### config.mk
export PLATFORM = sky130hd
export DESIGN_NAME = ex_alu_unit
export DESIGN_NICKNAME = d
export VERILOG_FILES = /design/src/rtl/ex_alu_unit.sv
export SDC_FILE = /design/constraint.sdc
export NUM_CORES = 1
export LEC_CHECK = 0
export BUFFER_PORTS_ARGS = -buffer_cell sky130_fd_sc_hd__clkbuf_2
export CAP_MARGIN = 5
export CORE_MARGIN = 4
export CORE_UTILIZATION = 30
export DETAILED_ROUTE_END_ITERATION = 16
export GPL_ROUTABILITY_DRIVEN = 0
export PLACE_DENSITY_LB_ADDON = 0.08
export SLEW_MARGIN = 30
export SYNTH_ARGS = -nofsm -noshare
export SYNTH_HDL_FRONTEND = slang
export SYNTH_SLANG_ARGS = --single-unit
### constraint.sdc
create_clock -name i_clk -period 4.55 [get_ports i_clk]
set_input_delay 0.91 -clock i_clk [delete_from_list [all_inputs] [get_ports i_clk]]
set_output_delay 0.91 -clock i_clk [all_outputs]
set_load 0.02 [all_outputs]
### src/rtl/ex_alu_unit.sv
// Execute-stage ALU with a registered result and valid/ready handshakes on both sides.
// Single-cycle ops produce their result at the accept edge. Shifts by a non-zero amount
// iterate one bit per cycle before the result is presented.
module ex_alu_unit #(
    parameter int unsigned NB_DATA  = 32,
    parameter int unsigned NB_SHAMT = 5
) (
    input  logic               i_clk,
    input  logic               i_rst,
    input  logic               i_valid,
    output logic               o_ready,
    input  logic [4:0]         i_alu_op,
    input  logic [NB_DATA-1:0] i_data_a,
    input  logic [NB_DATA-1:0] i_data_b,
    output logic               o_valid,
    input  logic               i_ready,
    output logic [NB_DATA-1:0] o_result,
    output logic               o_zero
);

    localparam logic [4:0] OP_ADD  = 5'd0;
    localparam logic [4:0] OP_SUB  = 5'd1;
    localparam logic [4:0] OP_SLL  = 5'd2;
    localparam logic [4:0] OP_SLT  = 5'd3;
    localparam logic [4:0] OP_SLTU = 5'd4;
    localparam logic [4:0] OP_XOR  = 5'd5;
    localparam logic [4:0] OP_SRL  = 5'd6;
    localparam logic [4:0] OP_SRA  = 5'd7;
    localparam logic [4:0] OP_OR   = 5'd8;
    localparam logic [4:0] OP_AND  = 5'd9;

    localparam logic [NB_SHAMT-1:0] CNT_ONE  = NB_SHAMT'(1);
    localparam logic [NB_SHAMT-1:0] CNT_ZERO = '0;

    typedef enum logic [1:0] {
        StIdle,
        StShift,
        StDone
    } state_e;

    state_e              r_state;
    logic [NB_DATA-1:0]  r_result;
    logic [NB_DATA-1:0]  r_shift;
    logic [NB_SHAMT-1:0] r_cnt;
    logic [4:0]          r_op;

    logic                w_accept;
    logic                w_is_shift;
    logic [NB_SHAMT-1:0] w_shamt;
    logic [NB_DATA-1:0]  w_comb_result;
    logic [NB_DATA-1:0]  w_shift_next;

    assign w_shamt    = i_data_b[NB_SHAMT-1:0];
    assign w_is_shift = (i_alu_op == OP_SLL) || (i_alu_op == OP_SRL) || (i_alu_op == OP_SRA);

    // Handshake: a new op may enter when idle or when the held result is consumed this cycle.
    assign o_ready  = (r_state == StIdle) || ((r_state == StDone) && i_ready);
    assign w_accept = i_valid && o_ready;
    assign o_valid  = (r_state == StDone);
    assign o_result = r_result;
    assign o_zero   = (r_result == '0);

    // Single-cycle result; shifts only reach this path with a zero amount, so they pass A through.
    always_comb begin
        w_comb_result = i_data_a + i_data_b;
        case (i_alu_op)
            OP_ADD:  w_comb_result = i_data_a + i_data_b;
            OP_SUB:  w_comb_result = i_data_a - i_data_b;
            OP_SLL:  w_comb_result = i_data_a;
            OP_SRL:  w_comb_result = i_data_a;
            OP_SRA:  w_comb_result = i_data_a;
            OP_SLT:  w_comb_result = {{(NB_DATA-1){1'b0}},
                                      ($signed(i_data_a) < $signed(i_data_b))};
            OP_SLTU: w_comb_result = {{(NB_DATA-1){1'b0}}, (i_data_a < i_data_b)};
            OP_XOR:  w_comb_result = i_data_a ^ i_data_b;
            OP_OR:   w_comb_result = i_data_a | i_data_b;
            OP_AND:  w_comb_result = i_data_a & i_data_b;
            default: w_comb_result = i_data_a + i_data_b;
        endcase
    end

    // One-bit step of the in-flight shift, selected by the op captured at accept.
    always_comb begin
        w_shift_next = {r_shift[NB_DATA-2:0], 1'b0};
        if (r_op == OP_SRL) begin
            w_shift_next = {1'b0, r_shift[NB_DATA-1:1]};
        end else if (r_op == OP_SRA) begin
            w_shift_next = {r_shift[NB_DATA-1], r_shift[NB_DATA-1:1]};
        end
    end

    // FSM plus datapath registers; reset discards any shift in progress.
    always_ff @(posedge i_clk) begin
        if (i_rst) begin
            r_state  <= StIdle;
            r_result <= '0;
            r_shift  <= '0;
            r_cnt    <= '0;
            r_op     <= OP_ADD;
        end else begin
            case (r_state)
                StIdle, StDone: begin
                    if (w_accept) begin
                        if (w_is_shift && (w_shamt != CNT_ZERO)) begin
                            r_shift <= i_data_a;
                            r_cnt   <= w_shamt;
                            r_op    <= i_alu_op;
                            r_state <= StShift;
                        end else begin
                            r_result <= w_comb_result;
                            r_state  <= StDone;
                        end
                    end else if ((r_state == StDone) && i_ready) begin
                        r_state <= StIdle;
                    end
                end
                StShift: begin
                    r_shift <= w_shift_next;
                    r_cnt   <= r_cnt - CNT_ONE;
                    if (r_cnt == CNT_ONE) begin
                        r_result <= w_shift_next;
                        r_state  <= StDone;
                    end
                end
                default: r_state <= StIdle;
            endcase
        end
    end

endmodule
==> out/summary.txt, run 1 <==
DRC viols: 0
Max Cap Viol: 0
Clk slew on worst S/H paths: 0.08 ns
Outcome: completed
Clock skew: 0.00990 ns
Hold Path Class: flip-flop to flip-flop
Yosys cell types: 87
Vias per inst: 6.04
Startpoint Class: primary input
CP Data Required Time: 4.79 ns
Grt ovf: 0
Hold buffers post-CTS: 0
FFs w/ async S/R, synth: 0%
CP endpoint kind: flip-flop
Max stage delay cell, worst path: a221o_1
VDD IR max: 0.153 mV
Worst Setup Path Type: primary input to flip-flop
Die height: 186 µm
Vias: 11161
Initial antenna violation count: 0
Setup Viol. Count Final: 0
Layout cells sized above 1: 13.8%
Die X-Extent: 186 µm
Final cell utilization of the core: 35.2%
Total GRT Usage: 24.7%
Critical path arrival: 4.17 ns
Area growth syn-to-layout: 14.7%
EDFF count, synth: 0
RSZ-0062 raised after global routing: no
Nets: 1620
Mapped Area: 9470 µm²
Dpl hpwl: 33.5 mm
Port bufs: 107
Clk Tree Root Cell: clkbuf_16
Synth Net Count: 1544
Vias in the first global route: 10368
Fillers: 3386
TritonCTS Sinks: 76
Crit Path Max Fanout: 4
# IOs: 108
Register area share after synthesis: 16.1%
Fin crit period: 3.93 ns
Clock Tree Buf Depth: 2
Pwr dens: 243 nW/µm²
Post-synthesis register bit count: 76
Setup TNS Final: 0 ns
Antenna-violating nets left: 0
CTS H-tree depth: 3
Critical path cell sequence: clkbuf_2, inv_1, ha_1, inv_1, fa_1, nor2b_1, o211ai_1, nand4_1, a221o_1, a211o_1, a31oi_1, mux2_1, or3_1
Drt wl/cell: 23.7 µm
First-pass GRT wire length: 65.7 mm
Detailed Route WL: 43.9 mm
Drt initial violations: 1068
Most frequent CP cell: inv_1
Slew @ Worst Pin: 0.943 ns
Rows: 64
Cells after Synth: 1371
Synth Flop Type: dfxtp_1
Max incr delay on CP: 0.40 ns
Later-pin clock latency in the skew report: 0.36 ns
Slew headroom: 37.1%
Initial Util: 30.7%
CTS tree: done
Die Area: 34500 µm²
Mean Syn Cell Area: 6.90 µm²
Pre-antenna DRT Iters: 6
Core Footprint: 30800 µm²
Slew Viols, Final: 0
Leakage dissipation: 0.00450 µW
Final period utilization: 86.3%
Setup repair bufs after CTS: 0
Largest net degree at the start of global routing: 57
Num CTS Buffers: 9
Syn. warnings: 0
Fmax: 255 MHz
Post-CTS sizing: 0
Final hold viol count: 0
==> metrics by stage <==
stage | area (µm²) | setup WS [ns] | std cells | hold WS [ns] | total power, µW
floorplan | 9470 | 0.841 | 1371 | 0.432 | 1450
global placement | 10600 | 0.373 | 1832 | 0.441 | 1860
detailed placement | 10600 | 0.353 | 1832 | 0.444 | 1860
CTS | 10900 | 0.703 | 1848 | 0.463 | 2630
global route | 10900 | 0.508 | 1848 | 0.502 | 2770
finish | 10900 | 0.623 | 1849 | 0.467 | 2640
==> metal layers <==
metal  vias to the layer above  track usage, %  routed length, µm
li1                       5203               -                  -
met1                      5392            35.3              20300
met2                       509            39.4              19700
met3                        57            3.85               3020
met4                         0            5.04                799
met5                         -               0                  0
==> worst paths after layout <==
kind	startpoint	endpoint	slack, ns	depth (start not counted)
worst max register to register	r_cnt[0]	o_result[24]	1.20	9
worst min-delay path	r_op[0]	r_op[0]	0.47	2
worst min register to register	r_op[0]	r_op[0]	0.47	2
worst max-delay path	i_data_a[0]	o_result[28]	0.62	13
==> sequential cells by signal, summed over array words and instances, names as in the netlist <==
register	flops
o_result	32
r_op	5
r_state	2
r_shift	32
r_cnt	5
==> cells by family after synthesis <==
family                   count (synthesis)  synth area share (%)
AND/OR/NAND/NOR                        519                  26.2
adder cells (fa/ha/maj)                100                  13.4
flip-flops                              76                  16.1
buffers and inverters                  198                  8.21
AO/OA/AOI/OAI                          448                  33.0
XOR/XNOR                                 3                 0.278
multiplexers                            27                  2.89
==> worst max-delay path, delay by kind of cell <==
kind	cells	cell delay (ns)
buffers and inverters	3	0.26
AO/OA/AOI/OAI	4	1.38
multiplexers	1	0.34
adder cells (fa/ha/maj)	2	0.56
AND/OR/NAND/NOR	3	0.72
==> layout by cell type, fill, tap and decap left out, types with 15 or more instances in the layout <==
master	count
inv_1	103
ha_1	98
nor4_1	22
a21o_1	21
nand2_1	186
nor3_1	42
o21ai_0	62
and3_1	15
a21oi_1	103
nand3_1	42
a211oi_1	19
nor2_1	108
o211ai_1	26
buf_4	49
a221oi_1	15
mux2i_1	24
a31oi_1	40
clkbuf_2	107
dfxtp_1	76
==> where the power goes <==
part           internal [µW]  switching, µW
Clock                    405            364
Combinational            383            716
Sequential               715           54.4
Total                   1500           1130
==> layout make-up <==
class                           count  area, µm²  area share (%)
Clock buffer                       12        256            2.36
Multi-Input combinational cell   1097       7210            66.4
Antenna cell                        1       2.50          0.0231
Inverter                          105        394            3.63
Sequential cell                    76       1520            14.0
Timing Repair Buffer              158        943            8.69
Clock inverter                      4       32.5           0.300
Tap cell                          396        495            4.56
==> Yosys cell counts, types with 5 or more instances <==
library cell  count  area [µm²]
nand3_1          42         210
o2111ai_1        10        87.6
o21bai_1          5        37.5
a32o_1            8        80.1
nand2b_1         15        93.8
a21oi_1         103         515
buf_1            10        37.5
ha_1             98        1230
a221o_1           7        70.1
a21boi_0         10        75.1
nor3_1           43         215
buf_2            20         100
nand4_1          14        87.6
a31oi_1          40         250
a22oi_1          11        82.6
and3_1           16         100
nor2b_1          14        87.6
o21a_1           11        82.6
o31ai_1          10        75.1
a2111oi_0         7        61.3
and2_1           11        68.8
dfxtp_1          76        1520
a311oi_1         11        96.3
o221ai_1          6        52.6
clkbuf_1         60         225
mux2i_1          24         240
inv_1           103         387
a221oi_1         15         131
nand2_1         186         698
a211o_1           6        52.6
nor2_1          109         409
a21o_1           21         158
a211oi_1         19         143
o21ai_0          62         310
o21ai_1           7        35.0
or4_1             7        52.6
nor4_1           22         138
or3_1            14        87.6
o211ai_1         26         195
No activity file was read; power rests on OpenSTA's default activity.
==> inputs of run 2 (changes only) <==
--- a/config.mk
+++ b/config.mk
@@ -8,4 +8,6 @@
 export BUFFER_PORTS_ARGS = -buffer_cell sky130_fd_sc_hd__clkbuf_2
 export CAP_MARGIN = 5
+export CELL_PAD_IN_SITES_DETAIL_PLACEMENT = 0
+export CELL_PAD_IN_SITES_GLOBAL_PLACEMENT = 1
 export CORE_MARGIN = 4
 export CORE_UTILIZATION = 30
@@ -17,2 +19,3 @@
 export SYNTH_HDL_FRONTEND = slang
 export SYNTH_SLANG_ARGS = --single-unit
+export TNS_END_PERCENT = 5
==> constraint.sdc (replaced) <==
create_clock -name i_clk -period 4.55 [get_ports i_clk]
set_input_delay 0.91 -clock i_clk [delete_from_list [all_inputs] [get_ports i_clk]]
set_output_delay 0.91 -clock i_clk [all_outputs]
set_load 0.005 [all_outputs]
==> out/summary.txt, run 2 (same netlist as run 1, synthesis figures left out) <==
Crit Path Max Fanout: 4
DRC viols: 0
Final std cells w/o fill: 1858
Total GRT Usage: 25.9%
Final cell utilization of the core: 35.5%
Area growth syn-to-layout: 15.6%
Most common cell after layout, fill and taps aside: nand2_1
Vias per inst: 6.00
Met2 Track Usage GR: 42.1%
Setup Viol. Count Final: 0
Placement-stage cell area: 10600 µm²
Later-pin clock latency in the skew report: 0.37 ns
Most frequent cells in the layout: 186 x nand2_1, 109 x nor2_1, 107 x clkbuf_2
Die X-Extent: 186 µm
Clock skew: 0.0164 ns
Clock Tree Buf Depth: 2
Max Cap Viol: 0
Most Used Layer, Global Route: met2
Core Footprint: 30800 µm²
Final period utilization: 86.1%
Outcome: completed
RSZ-0062 raised after global routing: no
R2R Path Start: r_cnt[0]
Nets: 1630
Initial antenna violation count: 1
Largest net degree at the start of global routing: 33
Clk pwr share: 31.4%
Leakage dissipation: 0.00457 µW
Slew Viols, Final: 0
# diodes: 0
Placed insts: 1842
Port bufs: 107
Die height: 186 µm
Die Area: 34500 µm²
CTS tree: done
Pwr dens: 244 nW/µm²
First-pass GRT wire length: 68.5 mm
Drt initial violations: 1032
Min-delay src: r_op[0]
Vias in the first global route: 10714
Drt wl/cell: 24.6 µm
# IOs: 108
Share of total power in sequential cells: 28.9%
Detailed Route WL: 45.6 mm
Hold Path Class: flip-flop to flip-flop
Worst setup path start: i_data_a[0]
Slew headroom: 41.3%
Hold buffers post-CTS: 0
Switching share of power: 40.8%
Post-CTS sizing: 0
Num CTS Buffers: 9
Rows: 64
Dpl hpwl: 35.5 mm
Routing usage on met1: 36.5%
Initial Util: 30.7%
P_sw: 1090 µW
Layout cells sized above 1: 14.4%
Fmax: 255 MHz
Comb pwr share: 39.8%
CP endpoint kind: flip-flop
Grt ovf: 0
VDD IR max: 0.186 mV
Final hold viol count: 0
CTS H-tree depth: 3
Reg2reg setup slack: 1.27 ns
Fin crit period: 3.92 ns
Cell Int Power: 1580 µW
Critical path arrival: 4.17 ns
Pre-antenna DRT Iters: 5
Vias: 11139
Antenna-violating nets left: 0
GR Layer Usage met3: 4.55%
Clk slew on worst S/H paths: 0.08 ns
TritonCTS Sinks: 76
Worst Setup Path Type: primary input to flip-flop
Setup repair bufs after CTS: 0
Startpoint Class: primary input
Setup TNS Final: 0 ns
Tot Pwr: 2670 µW
Final Cell Area: 10900 µm²
Clk Tree Root Cell: clkbuf_16
Slew @ Worst Pin: 0.875 ns
CP Data Required Time: 4.81 ns
-- run 2: cell count changes in the layout (fill, tap and decap cells not counted), sizes merged --
cell	before	now
buf	51	61
bufinv	0	2
clkbuf	119	117
clkinv	2	3
clkinvlp	2	1
diode	1	0
-- run 2: metrics by stage --
stage	hold WS [ns]	setup WS [ns]
floorplan	0.432	0.841
global placement	0.451	0.361
detailed placement	0.466	0.314
CTS	0.478	0.680
global route	0.500	0.467
finish	0.471	0.634
-- run 2: final timing paths --
kind	to	depth (start not counted)
max reg2reg	o_result[9]	10
min reg2reg	r_op[0]	2
max	o_result[28]	13
min	r_op[0]	2
-- run 2: layout make-up --
class                      instances  area (µm²)
inverter                         105         394
timing repair buffer             168        1010
tap                              396         495
fill                            3425       19900
multi-input combinational       1097        7210
sequential                        76        1520
clock inverter                     6        86.3
clock buffer                      10         229
-- run 2: critical path: stages --
cell	delay, ns
clkbuf_2	0.10
inv_1	0.09
ha_1	0.19
inv_1	0.06
fa_1	0.37
nor2b_1	0.16
o211ai_1	0.35
nand4_1	0.24
a221o_1	0.40
a211o_1	0.35
a31oi_1	0.26
mux2_1	0.35
or3_1	0.33
-- run 2: power groups by stage --
stage	Combinational, µW	Clock, µW	Sequential [µW]
floorplan	641	0	765
global placement	1040	0	783
detailed placement	1040	0	785
CTS	1050	858	770
global route	1160	876	776
finish	1060	837	770
-- run 2: routing by layer --
metal	vias to the layer above	part of all wire, %	wire length [µm]
li1	5232	-	-
met1	5491	47	21500
met2	366	45	20700
met3	50	5.8	2650
met4	0	1.7	765
met5	-	0	0
==> inputs of run 3 (changes only) <==
BUFFER_PORTS_ARGS = -buffer_cell sky130_fd_sc_hd__buf_4   (was -buffer_cell sky130_fd_sc_hd__clkbuf_2)
CORE_ASPECT_RATIO = 0.75   (was default)
CTS_CLUSTER_DIAMETER = 40   (was default)
==> out/summary.txt, run 3 (same netlist as run 1, synthesis figures left out) <==
Outcome: completed
Hold buffers post-CTS: 0
Rows: 56
Dpl hpwl: 35.2 mm
DRC viols: 0
Area growth syn-to-layout: 18.1%
Vias: 11124
Num CTS Buffers: 9
Max incr delay on CP: 0.40 ns
Setup TNS Final: 0 ns
Setup Viol. Count Final: 0
Slew Viols, Final: 0
Crit Path Max Fanout: 4
Later-pin clock latency in the skew report: 0.38 ns
Grt ovf: 0
Most frequent cells in the layout: 186 x nand2_1, 161 x buf_4, 108 x nor2_1
CP endpoint kind: flip-flop
VDD IR max: 0.132 mV
Post-CTS sizing: 0
Worst r2r path cells: 10
CP Capture Point: o_result[28]
Most common cell after layout, fill and taps aside: nand2_1
Startpoint Class: primary input
Leakage dissipation: 0.00461 µW
Final cell utilization of the core: 35.9%
Min-delay src: r_op[0]
Slew headroom: 34.5%
RSZ-0062 raised after global routing: no
Reg2reg setup slack: 1.40 ns
Initial antenna violation count: 0
Hold Path Class: flip-flop to flip-flop
Clk slew on worst S/H paths: 0.07 ns
WP depth: 13
Max stage delay cell, worst path: a221o_1
Nets: 1624
CP Data Required Time: 4.82 ns
Drt initial violations: 1148
Max Cap Viol: 0
Detailed Route WL: 46.5 mm
Layout cells sized above 1: 14.0%
Port bufs: 107
Fin crit period: 3.88 ns
Worst setup path start: i_data_a[0]
Final Cell Area: 11200 µm²
CTS H-tree depth: 3
R2R Path Start: r_cnt[0]
Vias in the first global route: 10444
Vias per inst: 5.97
Largest net degree at the start of global routing: 57
First-pass GRT wire length: 68.9 mm
Reg area: 1520 µm²
Buffers & Inverters on Critical Path: 3
Total GRT Usage: 26.3%
Reg2reg end: o_result[9]
Placed insts: 1846
Fmax: 258 MHz
Die Area: 34500 µm²
Pwr dens: 244 nW/µm²
Multi-input logic area: 7210 µm²
Antenna-violating nets left: 0
Crit-path leading delay family: compound AO/OA/AOI/OAI gates
Slew @ Worst Pin: 0.974 ns
Fillers: 3406
Tot Pwr: 2730 µW
Worst Setup Path Type: primary input to flip-flop
Setup repair bufs after CTS: 0
Drt wl/cell: 24.9 µm
Initial Util: 30.4%
Critical path cell sequence: buf_4, inv_1, ha_1, inv_1, fa_1, nor2b_1, o211ai_1, nand4_1, a221o_1, a211o_1, a31oi_1, mux2_1, or3_1
Most frequent CP cell: inv_1
Core Footprint: 31200 µm²
Clock skew: 0.00983 ns
CTS tree: done
Die X-Extent: 213 µm
# IOs: 108
Final hold viol count: 0
Critical path arrival: 4.15 ns
Placement-stage cell area: 10900 µm²
Die height: 162 µm
Clk Tree Root Cell: clkbuf_16
# diodes: 0
Pre-antenna DRT Iters: 6
Clock Tree Buf Depth: 2
Final std cells w/o fill: 1862
Final period utilization: 85.3%
TritonCTS Sinks: 76
==> run 3: how the worst min path moves through the flow <==
stage	to	slack [ns]	cells after the start
after floorplan	r_op[0]	0.43	2
after global placement	r_op[0]	0.44	2
after global routing	r_op[0]	0.49	2
final	r_op[0]	0.46	2
after detailed placement	r_op[0]	0.45	2
after CTS	r_op[0]	0.46	2
==> run 3: final cells by class <==
| type | count | share of cell area (%) |
|---|---|---|
| sequential | 76 | 13.6 |
| clock inverter | 4 | 0.649 |
| clock buffer | 12 | 2.20 |
| tap | 406 | 4.54 |
| multi-input combinational | 1097 | 64.5 |
| inverter | 105 | 3.53 |
| timing repair buffer | 162 | 11.0 |
==> run 3: routing by layer <==
layer  track usage (%)  routed length [µm]  vias to the layer above
met5                 0                   0                        -
met4              5.79                 773                        0
li1                  -                   -                     5197
met2              36.8               18600                      418
met3              4.94                3250                       55
met1              41.3               23800                     5454
==> run 3: report_power, final <==
group	leakage, µW	internal (µW)	total, µW	switching, µW
combinational	0.00384	415	1100	690
clock	0.000153	496	852	356
sequential	0.000620	715	776	60.8
total	0.00461	1630	2730	1110
==> run 3: stage by stage <==
step	setup WS, ns	hold slack [ns]
2_1_floorplan	0.841	0.432
3_3_place_gp	0.391	0.445
3_5_place_dp	0.337	0.447
4_1_cts	0.717	0.455
5_1_grt	0.494	0.486
6_report	0.669	0.455
==> run 3: worst reg2reg max path, stage by stage (launching register included) <==
cell       delay, ns
dfxtp_1         0.40
ha_1            0.17
inv_1           0.04
o41ai_1         0.54
o2111a_1        0.53
buf_4           0.43
nand2_1         0.24
nor2_1          0.28
o2111ai_1       0.15
mux2i_1         0.15
nor4_1          0.07
